File: config.mk
export PLATFORM = sky130hd
export DESIGN_NAME = y86_pipe_bank
export DESIGN_NICKNAME = d
export VERILOG_FILES = /design/src/rtl/y86_pipe_pkg.sv /design/src/rtl/pipe_slot.sv /design/src/rtl/y86_pipe_bank.sv
export SDC_FILE = /design/constraint.sdc
export NUM_CORES = 1
export LEC_CHECK = 0
export ABC_AREA = 1
export BUFFER_PORTS_ARGS = -buffer_cell sky130_fd_sc_hd__buf_2
export CAP_MARGIN = 10
export CORE_AREA = 3 3 171 173
export DETAILED_ROUTE_END_ITERATION = 8
export DIE_AREA = 0 0 174 176
export PLACE_DENSITY = 0.68
export SYNTH_ARGS = -nofsm -noshare
export SYNTH_HDL_FRONTEND = slang
export SYNTH_HIERARCHICAL = 1
export SYNTH_SLANG_ARGS = --single-unit
export TNS_END_PERCENT = 30
File: constraint.sdc
create_clock -name clk -period 1.85 [get_ports clk]
set_clock_uncertainty 0.1 [all_clocks]
set_input_delay 0.2775 -clock clk [delete_from_list [all_inputs] [get_ports clk]]
set_output_delay 0.2775 -clock clk [all_outputs]
set_load 0.1 [all_outputs]
File: src/rtl/y86_pipe_pkg.sv
// y86_pipe_pkg: Y86 status/icode codes and helpers for the pipeline bank.
package y86_pipe_pkg;

   localparam int STAT_W = 3;

   localparam logic [STAT_W-1:0] BUB = 3'd0;
   localparam logic [STAT_W-1:0] AOK = 3'd1;
   localparam logic [STAT_W-1:0] HLT = 3'd2;
   localparam logic [STAT_W-1:0] ADR = 3'd3;
   localparam logic [STAT_W-1:0] INS = 3'd4;

   localparam logic [3:0] IHALT   = 4'h0;
   localparam logic [3:0] INOP    = 4'h1;
   localparam logic [3:0] IRRMOVQ = 4'h2;
   localparam logic [3:0] IIRMOVQ = 4'h3;
   localparam logic [3:0] IRMMOVQ = 4'h4;
   localparam logic [3:0] IMRMOVQ = 4'h5;
   localparam logic [3:0] IOPQ    = 4'h6;
   localparam logic [3:0] IJXX    = 4'h7;
   localparam logic [3:0] ICALL   = 4'h8;
   localparam logic [3:0] IRET    = 4'h9;
   localparam logic [3:0] IPUSHQ  = 4'hA;
   localparam logic [3:0] IPOPQ   = 4'hB;

   function automatic logic is_exc(input logic [STAT_W-1:0] stat);
      return (stat == HLT) || (stat == ADR) || (stat == INS);
   endfunction

   function automatic logic [31:0] sat_inc(input logic [31:0] cnt,
                                           input logic        en);
      return (en && (cnt != 32'hFFFF_FFFF)) ? cnt + 32'd1 : cnt;
   endfunction

endpackage

File: src/rtl/pipe_slot.sv
// pipe_slot: one pipeline register (payload, status, valid) with
// hold and bubble controls; reset loads a bubble.
module pipe_slot
   import y86_pipe_pkg::*;
#(
   parameter int          W          = 64,
   parameter logic [W-1:0] BUBBLE_VAL = '0
) (
   input  logic              clk_i,
   input  logic              rst_i,
   input  logic              hold_i,
   input  logic              bubble_i,
   input  logic [W-1:0]      data_i,
   input  logic [STAT_W-1:0] stat_i,
   input  logic              valid_i,
   output logic [W-1:0]      data_o,
   output logic [STAT_W-1:0] stat_o,
   output logic              valid_o
);

   logic [W-1:0]      data_q, data_d;
   logic [STAT_W-1:0] stat_q, stat_d;
   logic              valid_q, valid_d;

   always_comb begin
      data_d  = data_q;
      stat_d  = stat_q;
      valid_d = valid_q;
      if (!hold_i) begin
         if (bubble_i) begin
            data_d  = BUBBLE_VAL;
            stat_d  = BUB;
            valid_d = 1'b0;
         end else begin
            data_d  = data_i;
            stat_d  = stat_i;
            valid_d = valid_i;
         end
      end
   end

   always_ff @(posedge clk_i) begin
      if (rst_i) begin
         data_q  <= BUBBLE_VAL;
         stat_q  <= BUB;
         valid_q <= 1'b0;
      end else begin
         data_q  <= data_d;
         stat_q  <= stat_d;
         valid_q <= valid_d;
      end
   end

   assign data_o  = data_q;
   assign stat_o  = stat_q;
   assign valid_o = valid_q;

endmodule

File: src/rtl/y86_pipe_bank.sv
// y86_pipe_bank: DEPTH-slot Y86 pipeline bank with stall back-propagation,
// auto-bubbles and sticky exception freeze. PIPE_PERF_EN enables counters.
module y86_pipe_bank
   import y86_pipe_pkg::*;
#(
   parameter int           W            = 64,
   parameter int           DEPTH        = 4,
   parameter logic [W-1:0] BUBBLE_VAL   = '0,
   parameter bit           FLUSH_ON_EXC = 1'b0
) (
   input  logic                    clk,
   input  logic                    reset,
   input  logic [W-1:0]            in_data,
   input  logic [STAT_W-1:0]       in_stat,
   input  logic                    in_valid,
   output logic                    in_ready,
   input  logic [DEPTH-1:0]        stall_req,
   input  logic [DEPTH-1:0]        bubble_req,
   output logic [DEPTH*W-1:0]      slot_data,
   output logic [DEPTH*STAT_W-1:0] slot_stat,
   output logic [DEPTH-1:0]        slot_valid,
   output logic                    frozen,
   output logic [31:0]             perf_stall,
   output logic [31:0]             perf_bubble,
   output logic [31:0]             perf_retire
);

   logic [DEPTH-1:0]  hold;
   logic [DEPTH-1:0]  auto_bub;
   logic              frozen_q, frozen_d;
   logic              flush;
   logic [W-1:0]      sd_q [DEPTH];
   logic [STAT_W-1:0] st_q [DEPTH];
   logic [DEPTH-1:0]  sv_q;

   // A slot holds if it or any later slot stalls, or the bank is frozen.
   always_comb begin
      hold = '0;
      for (int k = 0; k < DEPTH; k++) begin
         hold[k] = frozen_q | (|(stall_req >> k));
      end
   end

   assign flush    = FLUSH_ON_EXC & frozen_q;
   assign in_ready = ~hold[0];

   for (genvar k = 0; k < DEPTH; k++) begin : g_slot
      logic [W-1:0]      pd;
      logic [STAT_W-1:0] ps;
      logic              pv;
      logic              fl;

      if (k == 0) begin : g_head
         assign pd          = in_data;
         assign ps          = in_stat;
         assign pv          = in_valid;
         assign auto_bub[k] = 1'b0;
      end else begin : g_body
         assign pd          = sd_q[k-1];
         assign ps          = st_q[k-1];
         assign pv          = sv_q[k-1];
         assign auto_bub[k] = hold[k-1] & ~hold[k];
      end

      if (k == DEPTH-1) begin : g_tail
         assign fl = 1'b0;
      end else begin : g_front
         assign fl = flush;
      end

      pipe_slot #(
         .W          (W),
         .BUBBLE_VAL (BUBBLE_VAL)
      ) u_slot (
         .clk_i    (clk),
         .rst_i    (reset),
         .hold_i   (hold[k] & ~fl),
         .bubble_i (bubble_req[k] | auto_bub[k] | fl),
         .data_i   (pd),
         .stat_i   (ps),
         .valid_i  (pv),
         .data_o   (sd_q[k]),
         .stat_o   (st_q[k]),
         .valid_o  (sv_q[k])
      );

      assign slot_data[k*W +: W]           = sd_q[k];
      assign slot_stat[k*STAT_W +: STAT_W] = st_q[k];
   end

   assign slot_valid = sv_q;

   assign frozen_d = frozen_q | is_exc(st_q[DEPTH-1]);

   always_ff @(posedge clk) begin
      if (reset) frozen_q <= 1'b0;
      else       frozen_q <= frozen_d;
   end

   assign frozen = frozen_q;

`ifdef PIPE_PERF_EN
   logic [31:0] stall_cnt_q, bub_cnt_q, ret_cnt_q;
   logic        any_bub, retire;

   assign any_bub = |(~hold & (bubble_req | auto_bub));
   assign retire  = ~hold[DEPTH-1] & sv_q[DEPTH-1]
                  & (st_q[DEPTH-1] == AOK);

   always_ff @(posedge clk) begin
      if (reset) begin
         stall_cnt_q <= '0;
         bub_cnt_q   <= '0;
         ret_cnt_q   <= '0;
      end else begin
         stall_cnt_q <= sat_inc(stall_cnt_q, hold[0] & ~frozen_q);
         bub_cnt_q   <= sat_inc(bub_cnt_q, any_bub);
         ret_cnt_q   <= sat_inc(ret_cnt_q, retire);
      end
   end

   assign perf_stall  = stall_cnt_q;
   assign perf_bubble = bub_cnt_q;
   assign perf_retire = ret_cnt_q;
`else
   assign perf_stall  = '0;
   assign perf_bubble = '0;
   assign perf_retire = '0;
`endif

endmodule

-- Yosys cells after proc, flatten, opt, wreduce, memory -nomap -nowiden
Cells that the tools add are included.
Widths: inputs -> output; s select.
- word-level logic and storage cells: 48
- register bits after elaboration: 273
- output and inout port bits: 370
- input port bits: 78
- mux-type cells: 12
- equal/unequal tests: 3
- reduce and logical (&&, ||, !) cells: 5
- bitwise gates (word level): 15
- operators by type and width (cell ; number):
    $mux 64 ; 4
    $mux 3 ; 4
    $or 1x1->1 ; 8
    $eq 3x2->1 const B ; 2
    $mux 1 ; 4
    $not 1->1 ; 4
    $reduce_or 4->1 ; 1
    $and 1x1->1 ; 3
    $eq 3x3->1 const B ; 1
    $reduce_or 3->1 ; 1
    $logic_or 1x1->1 ; 2
    $reduce_or 2->1 ; 1

-- Depth between registers and ports, before layout
- depth after elaboration: 6
- gate-level depth with buffers: 10
- mapped depth without buffers: 7

-- By module
The synthesis kept the hierarchy.
- by module, submodules not included (module ; cells each ; area an instance (um2) ; instances ; sequential area each (um2)):
    pipe_slot ; 296 ; 2354.8 ; 4 ; 1361.3
    y86_pipe_bank ; 123 ; 888.4 ; 1 ; 20.0

-- Worst setup path before layout
Ideal clock, no wire load.
- path type: register -> register
- start: register frozen_q (netlist: frozen)
- end: register g_slot[0].u_slot.data_q[40]
- setup slack: -0.606 ns
- cell stages (with the launch flop): 11
- arrival time: 2.286 ns
- required time: 1.680 ns
- cell sequence: dfxtp_1 -> nor2_4 -> nand3_4 -> nor2_4 -> inv_2 -> buf_6 -> nor2_4 -> buf_6 -> buf_6 -> nand2_1 -> a21oi_1
- word-level cells in the longest chain between the ends: 1
- RTL lines (item ; line ; RTL):
    start: declaration ; y86_pipe_bank.sv:30 ; logic frozen_q, frozen_d;
    start signal: assignment ; y86_pipe_bank.sv:97 ; else frozen_q <= frozen_d;
    $or 1x1->1 ; y86_pipe_bank.sv:40 ; hold[k] = frozen_q | (|(stall_req >> k));
    via hold[0] ; y86_pipe_bank.sv:28 ; logic [DEPTH-1:0] hold;
    end signal: assignment ; pipe_slot.sv:48 ; data_q <= data_d;
    end: declaration ; pipe_slot.sv:21 ; logic [W-1:0] data_q, data_d;
The timed path passes the listed nets, and every way through them passes these cells.
A chain may end at the register's enable or synchronous reset.

-- Final worst setup path
- start: register frozen_q (netlist: frozen)
- end: output in_ready
- word-level cells in the longest chain between the ends: 2
- RTL lines (item ; line ; RTL):
    $or 1x1->1 ; y86_pipe_bank.sv:40 ;
    $not 1->1 ; y86_pipe_bank.sv:45 ; assign in_ready = ~hold[0];
    end: declaration ; y86_pipe_bank.sv:16 ; output logic in_ready,
Every way passes these cells.

==> implementation parameters <==
Parameter                              Value

Cells and area
  Final core area utilization    0.494
  Layout Area Growth over Synthesis    33.0%
  Number of antenna cells inserted    0
  Fin cells    2091
  Layout cells sized above 1    0.257
  Commonest non-fill, non-tap cells in the layout    sky130_fd_sc_hd__nand2_1, sky130_fd_sc_hd__buf_2, sky130_fd_sc_hd__a21oi_1, sky130_fd_sc_hd__dfxtp_1, sky130_fd_sc_hd__conb_1
  Most common cell after layout, fill and taps aside    sky130_fd_sc_hd__nand2_1
  Final-stage net count    1768
  Number of fillers in the final layout    2748

Power
  Static leakage power    5.87 nW
  Total net switching power    3.75 mW
  Net Sw Frac    0.277
  Power Density    989 nW/µm²
  VDD IR max    874 µV
  Internal power contribution    9.81 mW
  Sequential share of power    0.436
  Relative contribution of the clock network to total power    0.446
  Part of the total power dissipated in combinational logic    0.118

Clocking
  Number of levels in the clock H-tree    1
  Later-pin clock latency in the skew report    0.54 ns
  CTS Root Cell    sky130_fd_sc_hd__clkbuf_16
  Clock Tree Buf Depth    3
  Clock transition at the registers of the reported paths    0.06 ns
  Clock buffer count from CTS    29
  Clock tree from TritonCTS    done
  Number of clock sinks seen by CTS    273

Timing
  Setup tns final    0 ns
  Worst setup margin    0.0338 ns
  Ratio of final minimum period to clock period    0.982
  RSZ-0062 raised after global routing    yes
  Worst-case headroom to the max-slew limit    0.621
  Final-layout worst hold slack    0.0790 ns
  Max frequency    0.551 GHz
  Slew at the pin closest to its max-slew limit    0.569 ns
  Setup violation total in the final timing report    0
  Clock period minus final worst setup slack    1.82 ns
  Number of hold violations in the final report    0
  Final count of pins violating max slew    0

Synth
  Yosys top cell area share    0.530
  Sequential cell area fraction in the yosys report    0.530
  Area leader, netlist    sky130_fd_sc_hd__dfxtp_1
  Adder-Cell Fraction of Synth Area    0
  Count of state elements after synthesis    273
  Average instance area after synthesis    7.89 µm²
  Synthesized instance count    1307
  Area fraction in compound gates after synthesis    0.134
  Cell area after synthesis    10300 µm²
  Count of synthesis-stage warnings from yosys    6
  Ranking of synthesized cells by area    sky130_fd_sc_hd__dfxtp_1, sky130_fd_sc_hd__nand2_1, sky130_fd_sc_hd__a21oi_1
  Synth Area in XOR/XNOR    0
  Unique masters post-synth    15
  Combinational family with the most area after synthesis    simple AND/OR/NAND/NOR gates
  Multiplexer fraction of the synthesized cell area    0
  Post-Synth Simple-Gate Area    0.210

Min path
  Hold Crit Depth    2
  WHS Endpoint    g_slot[1].u_slot/data_o[28]$_SDFFE_PP0N_
  Worst hold start    reset
  Path class of the lowest-slack min-delay path    in -> reg

Floorplan
  Number of standard-cell rows in the floorplan    61
  Placeable core region    27800 µm²
  IO Pins    448
  Horizontal die dimension    174 µm
  Area of the die    30600 µm²
  Die boundary height    176 µm
  Starting utilization of the core area    0.371

Global route
  Antenna violations before repair    1
  Global-route wire length before repair    49300 µm
  Via count of the first global-routing pass    9007
  Grt total ovfl    0
  Pin count of the biggest net entering global routing    69
  Global router's overall resource usage    0.197

Setup path
  Data required time at the worst endpoint    1.47 ns
  R2R cell count    9
  CP most frequent cell    sky130_fd_sc_hd__nor2_4
  Category of the most critical setup path    reg -> out
  Critical Path Start Type    flop
  Critical Path Fanout Max    3
  Crit path buffers/inverters    1
  Crit path cell chain    nor2_4 > nand3_4 > nor2_4 > buf_12
  Crit-path slowest cell    sky130_fd_sc_hd__dfxtp_4
  Crit Reg-Reg Startpoint    frozen$_SDFF_PP0_
  Worst path arrival time    1.44 ns
  Setup slack of the worst register-to-register path    0.17 ns
  Element type at the critical path end    output port
  Family with the most delay on the worst path    flip-flops
  Stage delay of the slowest cell on the critical path    0.36 ns
  Reg-to-reg endpoint    g_slot[0].u_slot/data_o[62]$_SDFFE_PP0N_

Place
  Gpl congestion    0.881
  Count of buffers from port buffering    351
  # placed instances    1967
  Total half-perimeter wirelength after legalization and detailed placement    21800 µm
  Pre-CTS WS    0.0681 ns

Job
  Count of max-cap constraint violations    0

Routing
  Number of vias per cell    4.63
  Post-route DRC    0
  Routed wire per std cell    15.4 µm
  Routed via count    9673
  Pre-Repair DR Iteration Count    5
  Post-detailed-route count of antenna-violating nets    0
  Detailed Route WL    32200 µm
  Drt first-iter violations    469

Status
  Outcome    finished clean
## area by class of cell
cell class,instances,area [µm²],share of cell area
clock buffers,38,810,0.0590
multi-input cells,930,3900,0.285
flip-flops and latches,273,5470,0.399
clock inverters,16,201,0.0147
well taps,378,473,0.0345
inverters,8,30.0,0.00219
repair buffers,448,2830,0.206
## Yosys cell counts
cell	n
sky130_fd_sc_hd__nand2_1	549
sky130_fd_sc_hd__dfxtp_1	273
sky130_fd_sc_hd__a21oi_1	272
sky130_fd_sc_hd__buf_4	103
sky130_fd_sc_hd__buf_2	36
sky130_fd_sc_hd__clkbuf_1	36
sky130_fd_sc_hd__buf_6	16
sky130_fd_sc_hd__inv_1	6
sky130_fd_sc_hd__nor2_4	6
sky130_fd_sc_hd__nor2_1	3
sky130_fd_sc_hd__inv_2	2
sky130_fd_sc_hd__o21bai_1	2
sky130_fd_sc_hd__conb_1	1
sky130_fd_sc_hd__nand3_4	1
sky130_fd_sc_hd__nand4_1	1
## routing by layer
| metal | track usage | vias to the layer above | wire, µm | share of wire |
|---|---|---|---|---|
| li1 | - | 4740 | - | - |
| met1 | 0.239 | 4436 | 12800 | 0.40 |
| met2 | 0.342 | 415 | 15800 | 0.49 |
| met4 | 0.0734 | 2 | 1230 | 0.038 |
| met3 | 0.0428 | 80 | 2380 | 0.074 |
| met5 | 0 | - | 13 | 0.00040 |
## timing repair
action,4_1_cts,5_1_grt
hold endpoints to repair,68,0
hold buffers,68,0
endpoints found under the setup margin,2,21
resized for setup,1,2
cloned,0,0
pin swaps,1,0
buffers inserted,2,0
## worst reg2reg max path, delay by kind of cell, from the launching register on
kind / cells / cell delay, ns
AOI/OAI and AO/OA: 1 / 0.14
buffers and inverters: 3 / 0.43
DFF: 1 / 0.36
and+or+nand+nor: 5 / 0.57
## registers in the layout, summed over array words and instances (netlist names)
name and count:
frozen 1, g_slot.u_slot/data_o 256, g_slot.u_slot/stat_o 12, g_slot.u_slot/valid_o 4
## worst max-delay path by stage
stage | depth (start not counted) | endpoint | start | slack, ns
global placement | 9 | g_slot[0].u_slot/data_o[62]$_SDFFE_PP0N_ | stall_req[3] | 0.12
CTS | 4 | in_ready | frozen$_SDFF_PP0_ | -0.002
finish | 4 | in_ready | frozen$_SDFF_PP0_ | 0.03
floorplan | 10 | g_slot[0].u_slot/data_o[40]$_SDFFE_PP0N_ | frozen$_SDFF_PP0_ | -0.25
global route | 4 | in_ready | frozen$_SDFF_PP0_ | -0.03
detailed placement | 9 | g_slot[0].u_slot/data_o[56]$_SDFFE_PP0N_ | stall_req[3] | 0.07
## power by group through the flow
stage          Combinational (mW)  Clock, mW  Sequential, mW
2_1_floorplan                1.28          0            6.18
3_3_place_gp                 1.48          0            6.04
3_5_place_dp                 1.48          0            6.04
4_1_cts                      1.59       6.17            5.91
5_1_grt                      1.66       6.43            5.91
6_report                     1.60       6.04            5.91
## logic make-up (layout without fill, tap and decap cells)
group | Yosys count | in the layout
compound gates | 274 | 274
simple gates | 560 | 560
buf+inv | 199 | 510
other cells | 1 | 96
flops | 273 | 273
## stage by stage
step,area [µm²],total power [mW]
after global routing,13700,14.0
after global placement,12000,7.52
after floorplan,10700,7.46
after detailed placement,12000,7.52
final,13700,13.6
after CTS,13700,13.7
Note: power is estimated with default switching activity, not from simulation.
